===== src/rtl/period_to_bpm.sv =====
// period_to_bpm: bit-serial restoring divider turning a tap period into beats per minute
module period_to_bpm #(
  parameter int PULSE_PER_NS = 5120,
  parameter int PER_WIDTH    = 16,
  parameter int BPM_MAX      = 250,
  parameter int BPM_WIDTH    = $clog2(BPM_MAX + 1),
  parameter bit ROUND        = 1'b0
) (
  input  logic                 clk_i,
  input  logic                 rst_ni,
  input  logic [PER_WIDTH-1:0] per_i,
  input  logic                 per_valid_i,
  output logic                 per_ready_o,
  output logic [BPM_WIDTH-1:0] bpm_o,
  output logic                 bpm_valid_o,
  output logic                 sat_o,
  output logic                 err_o
);
  localparam longint DIVIDEND = 64'd60_000_000_000 / PULSE_PER_NS;
  localparam int DW = $clog2(DIVIDEND + 1);
  localparam int CW = $clog2(DW + 1);
  localparam int DP = 1 << CW;
  localparam logic [DP-1:0] DVD = DP'(DIVIDEND);
  localparam logic [1:0] IDLE = 2'd0, COMPUTE = 2'd1, FINISH = 2'd2;
  logic [1:0]           state;
  logic [PER_WIDTH-1:0] div;
  logic [PER_WIDTH:0]   rem, rem_sh;
  logic [DW-1:0]        quo;
  logic [CW-1:0]        cnt, cnt_idx;
  logic [DW:0]          q;
  logic                 err_q, ge, rnd, sat;
  always_comb begin
    cnt_idx = cnt - 1'b1;
    rem_sh  = {rem[PER_WIDTH-1:0], DVD[cnt_idx]};
    ge      = rem_sh >= {1'b0, div};
    // the remainder doubled needs one extra bit to compare against the divisor
    rnd     = ROUND && ({rem, 1'b0} >= {2'b0, div});
    q       = {1'b0, quo} + {{DW{1'b0}}, rnd};
    sat     = q > (DW + 1)'(BPM_MAX);
  end
  assign per_ready_o = state == IDLE;
  always_ff @(posedge clk_i or negedge rst_ni) begin
    if (!rst_ni) begin
      state       <= IDLE;
      div         <= '0;
      rem         <= '0;
      quo         <= '0;
      cnt         <= '0;
      err_q       <= 1'b0;
      bpm_o       <= '0;
      bpm_valid_o <= 1'b0;
      sat_o       <= 1'b0;
      err_o       <= 1'b0;
    end else begin
      bpm_valid_o <= 1'b0;
      case (state)
        IDLE: if (per_valid_i) begin
          err_q <= per_i == '0;
          div   <= per_i;
          rem   <= '0;
          quo   <= '0;
          cnt   <= CW'(DW);
          state <= per_i == '0 ? FINISH : COMPUTE;
        end
        COMPUTE: begin
          rem   <= ge ? rem_sh - {1'b0, div} : rem_sh;
          quo   <= {quo[DW-2:0], ge};
          cnt   <= cnt_idx;
          state <= cnt == CW'(1) ? FINISH : COMPUTE;
        end
        FINISH: begin
          bpm_valid_o <= 1'b1;
          err_o       <= err_q;
          sat_o       <= !err_q && sat;
          bpm_o       <= err_q ? '0 : sat ? BPM_WIDTH'(BPM_MAX) : q[BPM_WIDTH-1:0];
          state       <= IDLE;
        end
        default: state <= IDLE;
      endcase
    end
  end
endmodule


===== config.mk =====
export PLATFORM = sky130hd
export DESIGN_NAME = period_to_bpm
export DESIGN_NICKNAME = d
export VERILOG_FILES = /design/src/rtl/period_to_bpm.sv
export SDC_FILE = /design/constraint.sdc
export NUM_CORES = 1
export LEC_CHECK = 0
export ABC_AREA = 1
export ABC_CLOCK_PERIOD_IN_PS = 6750
export CAP_MARGIN = 20
export CORE_MARGIN = 4
export CORE_UTILIZATION = 60
export CTS_CLUSTER_DIAMETER = 150
export DETAILED_ROUTE_END_ITERATION = 10
export PLACE_DENSITY = 0.8
export SLEW_MARGIN = 20
export SYNTH_ARGS = -nofsm -noshare
export SYNTH_HDL_FRONTEND = slang
export SYNTH_SLANG_ARGS = --single-unit

===== constraint.sdc =====
create_clock -name clk_i -period 6.75 [get_ports clk_i]
set_clock_uncertainty 0.1 [all_clocks]
set_input_delay 1.35 -clock clk_i [delete_from_list [all_inputs] [get_ports clk_i]]
set_output_delay 1.35 -clock clk_i [all_outputs]
set_load 0.02 [all_outputs]

## Yosys cells after proc, flatten, opt, wreduce, memory -nomap -nowiden

Memories as Yosys holds them, arrays and structs flattened.
Index checks and enable logic that the tools add are counted.

- Reductions and logical operators: 7
- Order comparisons: 3
- Mux-type cells: 15
- Add/sub/neg operators: 2
- Equality and inequality tests: 4

Operator list:

| operator | number |
|---|---|
| $pmux W24 S2 | 1 |
| $mux W16 | 2 |
| $pmux W16 S2 | 1 |
| $gt A24 B8 Y1 const B | 1 |
| $mux W24 | 1 |
| $ge A17 B16 Y1 | 1 |
| $logic_not A16 Y1 | 1 |
| $mux W8 | 2 |
| $sub A16 B16 Y16 | 1 |
| $pmux W5 S2 | 1 |
| $lt A5 B6 Y1 const B | 1 |
| $mux W2 | 3 |
| $eq A5 B1 Y1 const B | 1 |
| $mux W5 | 1 |
| $sub A5 B1 Y5 const B | 1 |
| $pmux W2 S2 | 1 |
| $reduce_and A2 Y1 | 2 |
| $eq A2 B1 Y1 const B | 1 |
| $eq A2 B2 Y1 const B | 1 |
| $logic_not A2 Y1 | 1 |
| $mux W1 | 2 |
| $ne A2 B2 Y1 const B | 1 |
| $reduce_bool A2 Y1 | 1 |
| $logic_and A1 B1 Y1 | 1 |
| $logic_not A1 Y1 | 1 |

- Input port bits: 19
- Memories: 1
- Flip-flop bits (word level): 75
- Bits in read-only memories: 32
- Logic and storage cells: 42

Memories:

| name | depth | bits a word | read ports | clocked after Yosys merged registers in | wr ports | RTL line | source |
|---|---|---|---|---|---|---|---|
| (no name shown) | 32 | 1 | 1 | 0 | 0 | 34 | `rem_sh = {rem[PER_WIDTH-1:0], DVD[cnt_idx]};` |

## Logic depth before layout (Yosys ltp)

Gate-level depths: netlist (run 1).

- Depth after elaboration: 6
- Gate-level depth with buffers: 25

## Worst setup path after synthesis (run 1)

No wires, ideal clock.

- Path kind: register -> register
- Start point: register cnt[0]
- End point: register rem[8]
- Cell stages (with the launch flop): 21
- Data required time: 6.533 ns
- Setup slack: 4.053 ns
- Data arrival time: 2.480 ns
- Buffers on the path: 0
- Period minus slack after synthesis: 2.697 ns
- Cells stage by stage: dfrtp_1 inv_1 ha_1 nand2_1 nand2_1 nand2_1 nand2_1 nand2_1 nand2_1 nand2_1 nand2_1 ha_1 inv_1 fa_1 nand3_1 nand3_1 a21oi_1 xor2_1 nand2_1 nand3_1 nand2_1

- Word-level cells in the longest chain between the ends: 6
- Elaborated cells on any way between the ends: 7

RTL lines:

| what | RTL line | source |
|---|---|---|
| from (decl) | 29 | `logic [CW-1:0] cnt, cnt_idx;` |
| from (signal assigned) | 62 | `cnt <= CW'(DW);` |
| from (signal assigned) | 68 | `cnt <= cnt_idx;` |
| $sub A5 B1 Y5 * | 33 | `cnt_idx = cnt - 1'b1;` |
| $mem_v2 Z32 W1 * | - |  |
| $mux W1 (implied by the code) * | 34 |  |
| $sub A16 B16 Y16 or $ge A17 B16 Y1 (tied branches) | 66, 35 |  |
| $mux W16 * | 66 | `rem <= ge ? rem_sh - {1'b0, div} : rem_sh;` |
| $pmux W16 S2 * | 56 | `case (state)` |
| to (signal assigned) | 66 |  |
| to (decl) | 27 | `logic [PER_WIDTH:0] rem, rem_sh;` |

Mark *: on every way between the ends. The rest lies on a longest branch, timed or not. The select of a mux whose other input is x is not followed.
A chain may end at the register's enable or synchronous reset.

## Worst setup path in the final report (run 1)

- Start point: input per_valid_i
- End point: register cnt[3]

- Word-level cells in the longest chain between the ends: 2

RTL lines:

| what | RTL line | source |
|---|---|---|
| from (decl) | 12 | `input logic per_valid_i,` |
| $ne A2 B2 Y1 (no line) | - |  |
| $reduce_and A2 Y1 (no line) | - |  |

No other way between the ends.

==> flow_summary.toml, run 1 <==
[logic_synthesis]
synthCells = 581
syn_avg_cell_area_um2 = 7.51
synth.top_cell.area_share_pct = 43.0
synth_top_area_cell = "dfrtp_1"
yosys_warnings = 0
syn-cell-area_um2 = 4360
async_flop_share_pct = 100
ys_seq_area_share_pct = 43.0
synthDistinctLibCells = 33
synth_flop_cell = "dfrtp_1"
synthTopCellsByArea = "dfrtp_1 43%, nand2_1 16%, inv_1 8.9%, ha_1 5.7%, nand3_1 4.2%"
ys_seq_elements = 75
syn_nets = 621
synth-edff-count = 0

[floorplan]
io_pins = 31
num_rows = 30
core_area_um2 = 6940
die_h_um = 93.3
die_area_um2 = 8700
die_w_um = 93.3
initial_core_util_pct = 62.8

[clock_network]
post-cts-setup-buffers = 0
hold_buffers = 0
cts_made_buffers = 9
htreeDepth = 3
clkLatencyLatePin_ns = 0.36
cts-root-buf = "clkbuf_8"
ctsResizeCount = 0
clock-sinks = 75
cts_tree = "yes"
clk_pin_slew_worst_paths_ns = 0.08
clock_path_buffers = 2

[drt]
viasPerCell = 5.26
drtIter0Drc = 238
wl_um = 9370
vias = 3721
antenna_left = 0
drc_errors = 0
first_pass_iters = 4
wl_per_cell_um = 13.2

[global_route]
grt_usage_pct = 23.6
grt_overflow = 0
antenna_found_initial = 0
grt_max_degree = 76
first_global_vias = 3602
grt_pass1_wl_um = 16300

[layout]
layout.nets = 648
syn_to_final_growth_pct = 12.5
mostFrequentLayoutCell = "nand2_1"
nFillCells = 572
drive_above_1_share_pct = 5.56
final_cell_mix = "184 x nand2_1, 103 x inv_1, 75 x dfrtp_1, 37 x nand3_1, 29 x clkdlybuf4s50_1"
diodes = 0

[placement]
place_hpwl_um = 6870
io_buffers = 30
gp_congestion = 0.931

[sta]
maxSlewHeadroom_pct = 35.8
grt_setup_unrepaired = "no"
setup-tns-final_ns = 0
final-hold-violation-count = 0
tightest_slew_ns = 0.960
setup_viol = 0
timing.fmax_mhz = 283
final.min_clock_period_ns = 3.53
finalMaxSlewViolations = 0
finalCritPeriodShare_pct = 52.4

[setup_path]
worst-path-max-fanout = 36
criticalPathCategory = "input port to flop"
start_kind = "input port"
endpoint_kind = "flop"
cp.required_ns = 6.90
arrival_ns = 3.69

[hold_path]
hp-class = "flop to flop"

[run]
maxCapViolCount = 0

[run_status]
status = "complete, no violations"
[metrics by stage]
step	utilization, %	instance area, µm²	hold slack [ns]	instances	setup WS (ns)
2_1_floorplan	-	4360	0.353	581	4.05
3_3_place_gp	67.8	4710	0.363	693	2.94
3_5_place_dp	67.8	4710	0.369	693	2.88
4_1_cts	70.7	4910	0.391	708	3.24
5_1_grt	70.7	4910	0.427	708	2.96
6_report	70.7	4910	0.385	708	3.22
[critical path, stage by stage]
cell and delay, ns:
clkdlybuf4s50_1 0.43, nand2_1 0.71, nand2_2 0.57, inv_2 0.44, nand2_1 0.08, o211ai_1 0.09
[Yosys cell counts (3+ instances only)]
master and count:
nor2_2 4, nand2_2 5, buf_2 6, a22oi_1 6, inv_2 3, nor2_1 23
dfrtp_1 75, ha_1 20, o21ai_0 22, a21oi_1 10, nand4_1 8, o22ai_1 25
inv_1 103, clkbuf_1 5, xnor2_1 6, nand3b_1 16, nand2_1 184, nor3_1 5
nand3_1 37
[logic make-up after synthesis]
logic type | after synthesis | synth area share, %
AND/OR/NAND/NOR | 289 | 29.3
buffers and inverters | 120 | 10.8
XOR/XNOR | 8 | 1.61
flip-flops | 75 | 43.0
AO/OA/AOI/OAI | 68 | 9.17
adder cells (fa/ha/maj) | 21 | 6.19
[metal layers]
metal / share of wire [%] / wire (µm) / vias to the layer above / global-route usage [%]
met5: 0 / 0 / - / 0
met4: 2.7 / 255 / 0 / 10.5
met3: 3.1 / 295 / 15 / 3.86
met2: 49 / 4580 / 67 / 39.2
met1: 45 / 4230 / 1744 / 30.2
li1: - / - / 1895 / -
[cell type report]
| cell class | count | area (µm²) | area share [%] |
|---|---|---|---|
| clock buffers | 10 | 138 | 2.80 |
| well taps | 96 | 120 | 2.45 |
| clock inverters | 5 | 62.6 | 1.27 |
| multi-input cells | 386 | 2020 | 41.1 |
| flip-flops and latches | 75 | 1880 | 38.2 |
| repair buffers | 30 | 298 | 6.06 |
| inverters | 106 | 398 | 8.10 |
[final timing paths]
kind | slack, ns | end | from | cells after the start
max | 3.22 | cnt[3] | per_valid_i | 6
min | 0.38 | sat_o | sat_o | 2
max reg2reg | 3.38 | rem[14] | cnt[0] | 22
min reg2reg | 0.38 | sat_o | sat_o | 2
max in group asynchronous | 4.91 | cnt[3] | rst_ni | 1
min in group asynchronous | 1.01 | div[4] | rst_ni | 1
[registers in the layout, indices dropped and copies added, names as in the netlist]
| register | cells |
|---|---|
| quo | 24 |
| div | 16 |
| rem | 16 |
| bpm_o | 8 |
| cnt | 5 |
| state | 2 |
| bpm_valid_o | 1 |
| err_o | 1 |
| err_q | 1 |
| sat_o | 1 |
Power of run 1 is not shown: default switching activity piles up to over one toggle a cycle in this logic, so the estimate is an artifact.
==> run 2: changes to the inputs <==
--- a/config.mk
+++ b/config.mk
@@ -6,13 +6,13 @@
 export NUM_CORES = 1
 export LEC_CHECK = 0
 export ABC_AREA = 1
-export ABC_CLOCK_PERIOD_IN_PS = 6750
+export ABC_CLOCK_PERIOD_IN_PS = 3050
 export CAP_MARGIN = 20
 export CORE_MARGIN = 4
-export CORE_UTILIZATION = 60
+export CORE_UTILIZATION = 53
 export CTS_CLUSTER_DIAMETER = 150
 export DETAILED_ROUTE_END_ITERATION = 10
-export PLACE_DENSITY = 0.8
+export PLACE_DENSITY = 0.75
 export SLEW_MARGIN = 20
 export SYNTH_ARGS = -nofsm -noshare
 export SYNTH_HDL_FRONTEND = slang
==> constraint.sdc (replaced) <==
create_clock -name clk_i -period 3.05 [get_ports clk_i]
set_clock_uncertainty 0.1 [all_clocks]
set_input_delay 0.61 -clock clk_i [delete_from_list [all_inputs] [get_ports clk_i]]
set_output_delay 0.61 -clock clk_i [all_outputs]
set_load 0.02 [all_outputs]
==> flow_summary.toml, run 2 (same netlist as run 1, synthesis figures left out) <==
[drt]
vias = 3800
viasPerCell = 5.26
wl_um = 9540
drtIter0Drc = 162
first_pass_iters = 5
wl_per_cell_um = 13.2
antenna_left = 0
drc_errors = 0

[layout]
nFillCells = 685
drive_above_1_share_pct = 8.05
layout.nets = 657
diodes = 0
syn_to_final_growth_pct = 14.5
final_cell_mix = "182 x nand2_1, 102 x inv_1, 75 x dfrtp_1, 36 x nand3_1, 29 x clkdlybuf4s50_1"
mostFrequentLayoutCell = "nand2_1"
regMostFlops = "quo"
reg_top3 = "quo x24, div x16, rem x16"
largest_reg_flops = 24
final_cells = 723
seqCellArea_um2 = 1880
multi_input_area_um2 = 2060

[clock_network]
cts_tree = "yes"
hold_buffers = 0
cts-root-buf = "clkbuf_8"
clk_pin_slew_worst_paths_ns = 0.08
clkLatencyLatePin_ns = 0.35
clock_path_buffers = 2
clock-sinks = 75
htreeDepth = 3
cts_made_buffers = 9

[setup_path]
path_common_cell = "nand2_1"
criticalPathCategory = "flop to flop"
endpoint_kind = "flop"
critPathCapture = "rem[14]"
crit_slowest_cell = "dfrtp_1"
arrival_ns = 2.89
worstSetupStartpoint = "cnt[0]"
regToRegStartpoint = "cnt[0]"
cp.required_ns = 3.19
ff2ff_path_depth = 25
timing.rr.end = "rem[14]"
r2r_slack_ns = 0.30
worst_path_largest_cell_delay_ns = 0.41
worst-path-max-fanout = 9
start_kind = "flop"

[global_route]
grt_overflow = 0
grt_pass1_wl_um = 16700
grt_max_degree = 76
antenna_found_initial = 0
grt_usage_pct = 21.0
first_global_vias = 3671

[sta]
setup_viol = 0
maxSlewHeadroom_pct = 38.5
finalCritPeriodShare_pct = 90.0
final.min_clock_period_ns = 2.75
tightest_slew_ns = 0.922
finalWorstSetupSlack_ns = 0.305
timing.fmax_mhz = 364
finalMaxSlewViolations = 0
final-hold-violation-count = 0

[floorplan]
io_pins = 31
die_w_um = 98.7
core_area_um2 = 7850
num_rows = 32
die_area_um2 = 9750
initial_core_util_pct = 55.6
die_h_um = 98.7

[placement]
dp_cells = 705
gp_congestion = 0.853
io_buffers = 30
post-place-ws_ns = 0.105
place_hpwl_um = 6810

[run]
maxCapViolCount = 0

[run_status]
status = "complete, no violations"

[hold_path]
hp-class = "input port to async pin"
==> run 2: cell count changes in the layout (fill, tap and decap cells not counted), sizes merged <==
cell,change
clkbuf,-1
bufinv,-1
inv,+1
clkinv,+2
clkinvlp,-1
buf,+9
==> run 2: cell type report <==
| cell class | instances | area share, % |
|---|---|---|
| tap | 102 | 2.55 |
| inverter | 106 | 7.96 |
| clock inverter | 6 | 0.801 |
| clock buffer | 9 | 2.48 |
| timing repair buffer | 39 | 7.39 |
| multi-input combinational | 386 | 41.2 |
| sequential | 75 | 37.6 |
==> run 2: worst min-delay path by stage <==
stage          cells past startpoint  slack (ns)   start  endpoint
2_1_floorplan                      0        0.21  rst_ni  bpm_o[0]
3_3_place_gp                       2        0.36   sat_o     sat_o
3_5_place_dp                       2        0.37   sat_o     sat_o
4_1_cts                            1        0.33  rst_ni    div[9]
5_1_grt                            1        0.34  rst_ni    div[5]
6_report                           1        0.27  rst_ni    div[5]
==> run 2: timing repair <==
| item | 4_1_cts | 5_1_grt |
|---|---|---|
| buffers inserted | 0 | 3 |
| setup endpoints to repair | 0 | 17 |
| endpoints found under the hold margin | 0 | 0 |
| resized for setup | 0 | 11 |
==> run 2: layer usage <==
layer	vias up	wire [µm]	global-route usage (%)
met4	0	366	10.9
li1	1908	-	-
met1	1779	4160	26.4
met5	-	0	0
met2	85	4630	33.6
met3	28	381	4.88
==> run 2: per-stage QoR <==
stage          area, µm²  hold WS, ns  utilization [%]  TNS, ns
2_1_floorplan       4360        0.214                -        0
3_3_place_gp        4760        0.365             60.7        0
3_5_place_dp        4760        0.366             60.7        0
4_1_cts             4930        0.326             62.8        0
5_1_grt             5000        0.342             63.7  -0.0330
6_report            5000        0.274             63.7        0
==> run 2: critical path, delay by kind of cell, from the launching register on <==
family        cells  cell delay (ns)
simple gates     18             1.30
buf+inv           5             0.48
flops             1             0.41
fa+ha+maj         2             0.35
Power of run 2 is left out for the same reason.
==> run 3: changes to the inputs <==
--- a/config.mk
+++ b/config.mk
@@ -8,7 +8,7 @@
 export ABC_AREA = 1
 export ABC_CLOCK_PERIOD_IN_PS = 3050
 export CAP_MARGIN = 20
-export CORE_MARGIN = 4
+export CORE_MARGIN = 3
 export CORE_UTILIZATION = 53
 export CTS_CLUSTER_DIAMETER = 150
 export DETAILED_ROUTE_END_ITERATION = 10
==> flow_summary.toml, run 3 (same netlist as run 1, synthesis figures left out) <==
[drt]
drc_errors = 0
wl_met3_um = 384
wl_per_cell_um = 13.3
top_layer = "met4"
first_pass_iters = 4
antenna_left = 0
vias = 3753
dr_wl_met2_um = 4850
wl_um = 9630
viasPerCell = 5.19
drtIter0Drc = 176
met1Wirelength_um = 4190

[setup_path]
cp.required_ns = 3.19
start_kind = "flop"
worst-path-max-fanout = 10
endpoint_kind = "flop"
arrival_ns = 2.98
criticalPathCategory = "flop to flop"

[clock_network]
hold_buffers = 0
cts_made_buffers = 9
clkLatencyLatePin_ns = 0.36
cts_tree = "yes"
htreeDepth = 3
cts-root-buf = "clkbuf_8"
clock-sinks = 75
clock_path_buffers = 2
clk_pin_slew_worst_paths_ns = 0.10

[sta]
final-hold-violation-count = 0
final.min_clock_period_ns = 2.84
hold_ws_ns = 0.277
maxSlewHeadroom_pct = 39.1
finalMaxSlewViolations = 0
timing.fmax_mhz = 352
tightest_slew_ns = 0.913
setup_viol = 0
finalCritPeriodShare_pct = 93.1

[layout]
largest_reg_flops = 24
reg_top3 = "quo x24, div x16, rem x16"
mostFrequentLayoutCell = "nand2_1"
regMostFlops = "quo"
nFillCells = 691
layout.nets = 657
final_cell_mix = "183 x nand2_1, 102 x inv_1, 75 x dfrtp_1, 36 x nand3_1, 29 x clkdlybuf4s50_1"
drive_above_1_share_pct = 8.05
diodes = 0
fin_area_um2 = 5030
syn_to_final_growth_pct = 15.3
final_cells = 723

[global_route]
grt_overflow = 0
antenna_found_initial = 0
grt_pass1_wl_um = 16800
grt_max_degree = 76
grt_usage_pct = 21.6
first_global_vias = 3687

[placement]
dp_cells = 704
gp_congestion = 0.956
place_hpwl_um = 6890
io_buffers = 30
dpl_cell_area_um2 = 4760

[floorplan]
core_area_um2 = 7850
die_w_um = 96.7
io_pins = 31
num_rows = 32
die_area_um2 = 9360
initial_core_util_pct = 55.6
die_h_um = 96.7

[run_status]
status = "complete, no violations"

[hold_path]
hp-class = "input port to async pin"

[run]
maxCapViolCount = 0
run 3: cell count changes in the layout (fill, tap and decap cells not counted), sizes merged:
cell / before / now
bufinv: 0 / 1
clkinvlp: 1 / 2
clkinv: 3 / 1
run 3: final timing paths:
kind / start / end / slack [ns] / cells after the start
worst max-delay path: cnt[1] / rem[14] / 0.21 / 22
worst min register to register: sat_o / sat_o / 0.39 / 2
worst min-delay path: rst_ni / rem[7] / 0.28 / 1
worst max register to register: cnt[1] / rem[14] / 0.21 / 22
max in group asynchronous: rst_ni / rem[14] / 1.98 / 1
min in group clk_i: sat_o / sat_o / 0.39 / 2
run 3: through the flow:
| step | util (%) | setup TNS, ns | worst slack [ns] |
|---|---|---|---|
| 2_1_floorplan | - | 0 | 0.353 |
| 3_3_place_gp | 60.6 | 0 | 0.188 |
| 3_5_place_dp | 60.6 | 0 | 0.0661 |
| 4_1_cts | 63.1 | 0 | 0.0369 |
| 5_1_grt | 64.1 | -0.0516 | -0.0155 |
| 6_report | 64.1 | 0 | 0.209 |
run 3: area by class of cell:
| class | count | area (µm²) | area share (%) |
|---|---|---|---|
| Tap cell | 102 | 128 | 2.54 |
| Multi-Input combinational cell | 386 | 2060 | 41.0 |
| Clock buffer | 9 | 124 | 2.46 |
| Timing Repair Buffer | 39 | 365 | 7.26 |
| Clock inverter | 6 | 73.8 | 1.47 |
| Sequential cell | 75 | 1880 | 37.3 |
| Inverter | 106 | 398 | 7.91 |
run 3: what timing repair did:
action                     CTS  global route
setup endpoints to repair    0            17
resized for setup            0            11
setup buffers                0             4
run 3: routing by layer:
metal	global-route usage, %	up-vias
li1	-	1919
met1	26.8	1751
met2	36.9	68
met3	5.41	15
met4	6.91	0
met5	0	-
run 3: critical path: stages (launching register included):
cell	delay, ns
dfrtp_1	0.42
inv_2	0.10
ha_2	0.20
inv_1	0.04
nand2_1	0.07
nand2_1	0.09
nand2_1	0.07
nand2_1	0.05
inv_1	0.05
nand3_1	0.05
nand2_1	0.06
nand2_1	0.06
ha_1	0.30
nand2_1	0.07
nor3_1	0.21
nand2_1	0.11
nor2_2	0.14
nor2_4	0.10
buf_4	0.20
nand3_1	0.08
nand2_1	0.05
nand2_1	0.05
nand2_1	0.06
Power of run 3 is left out for the same reason.
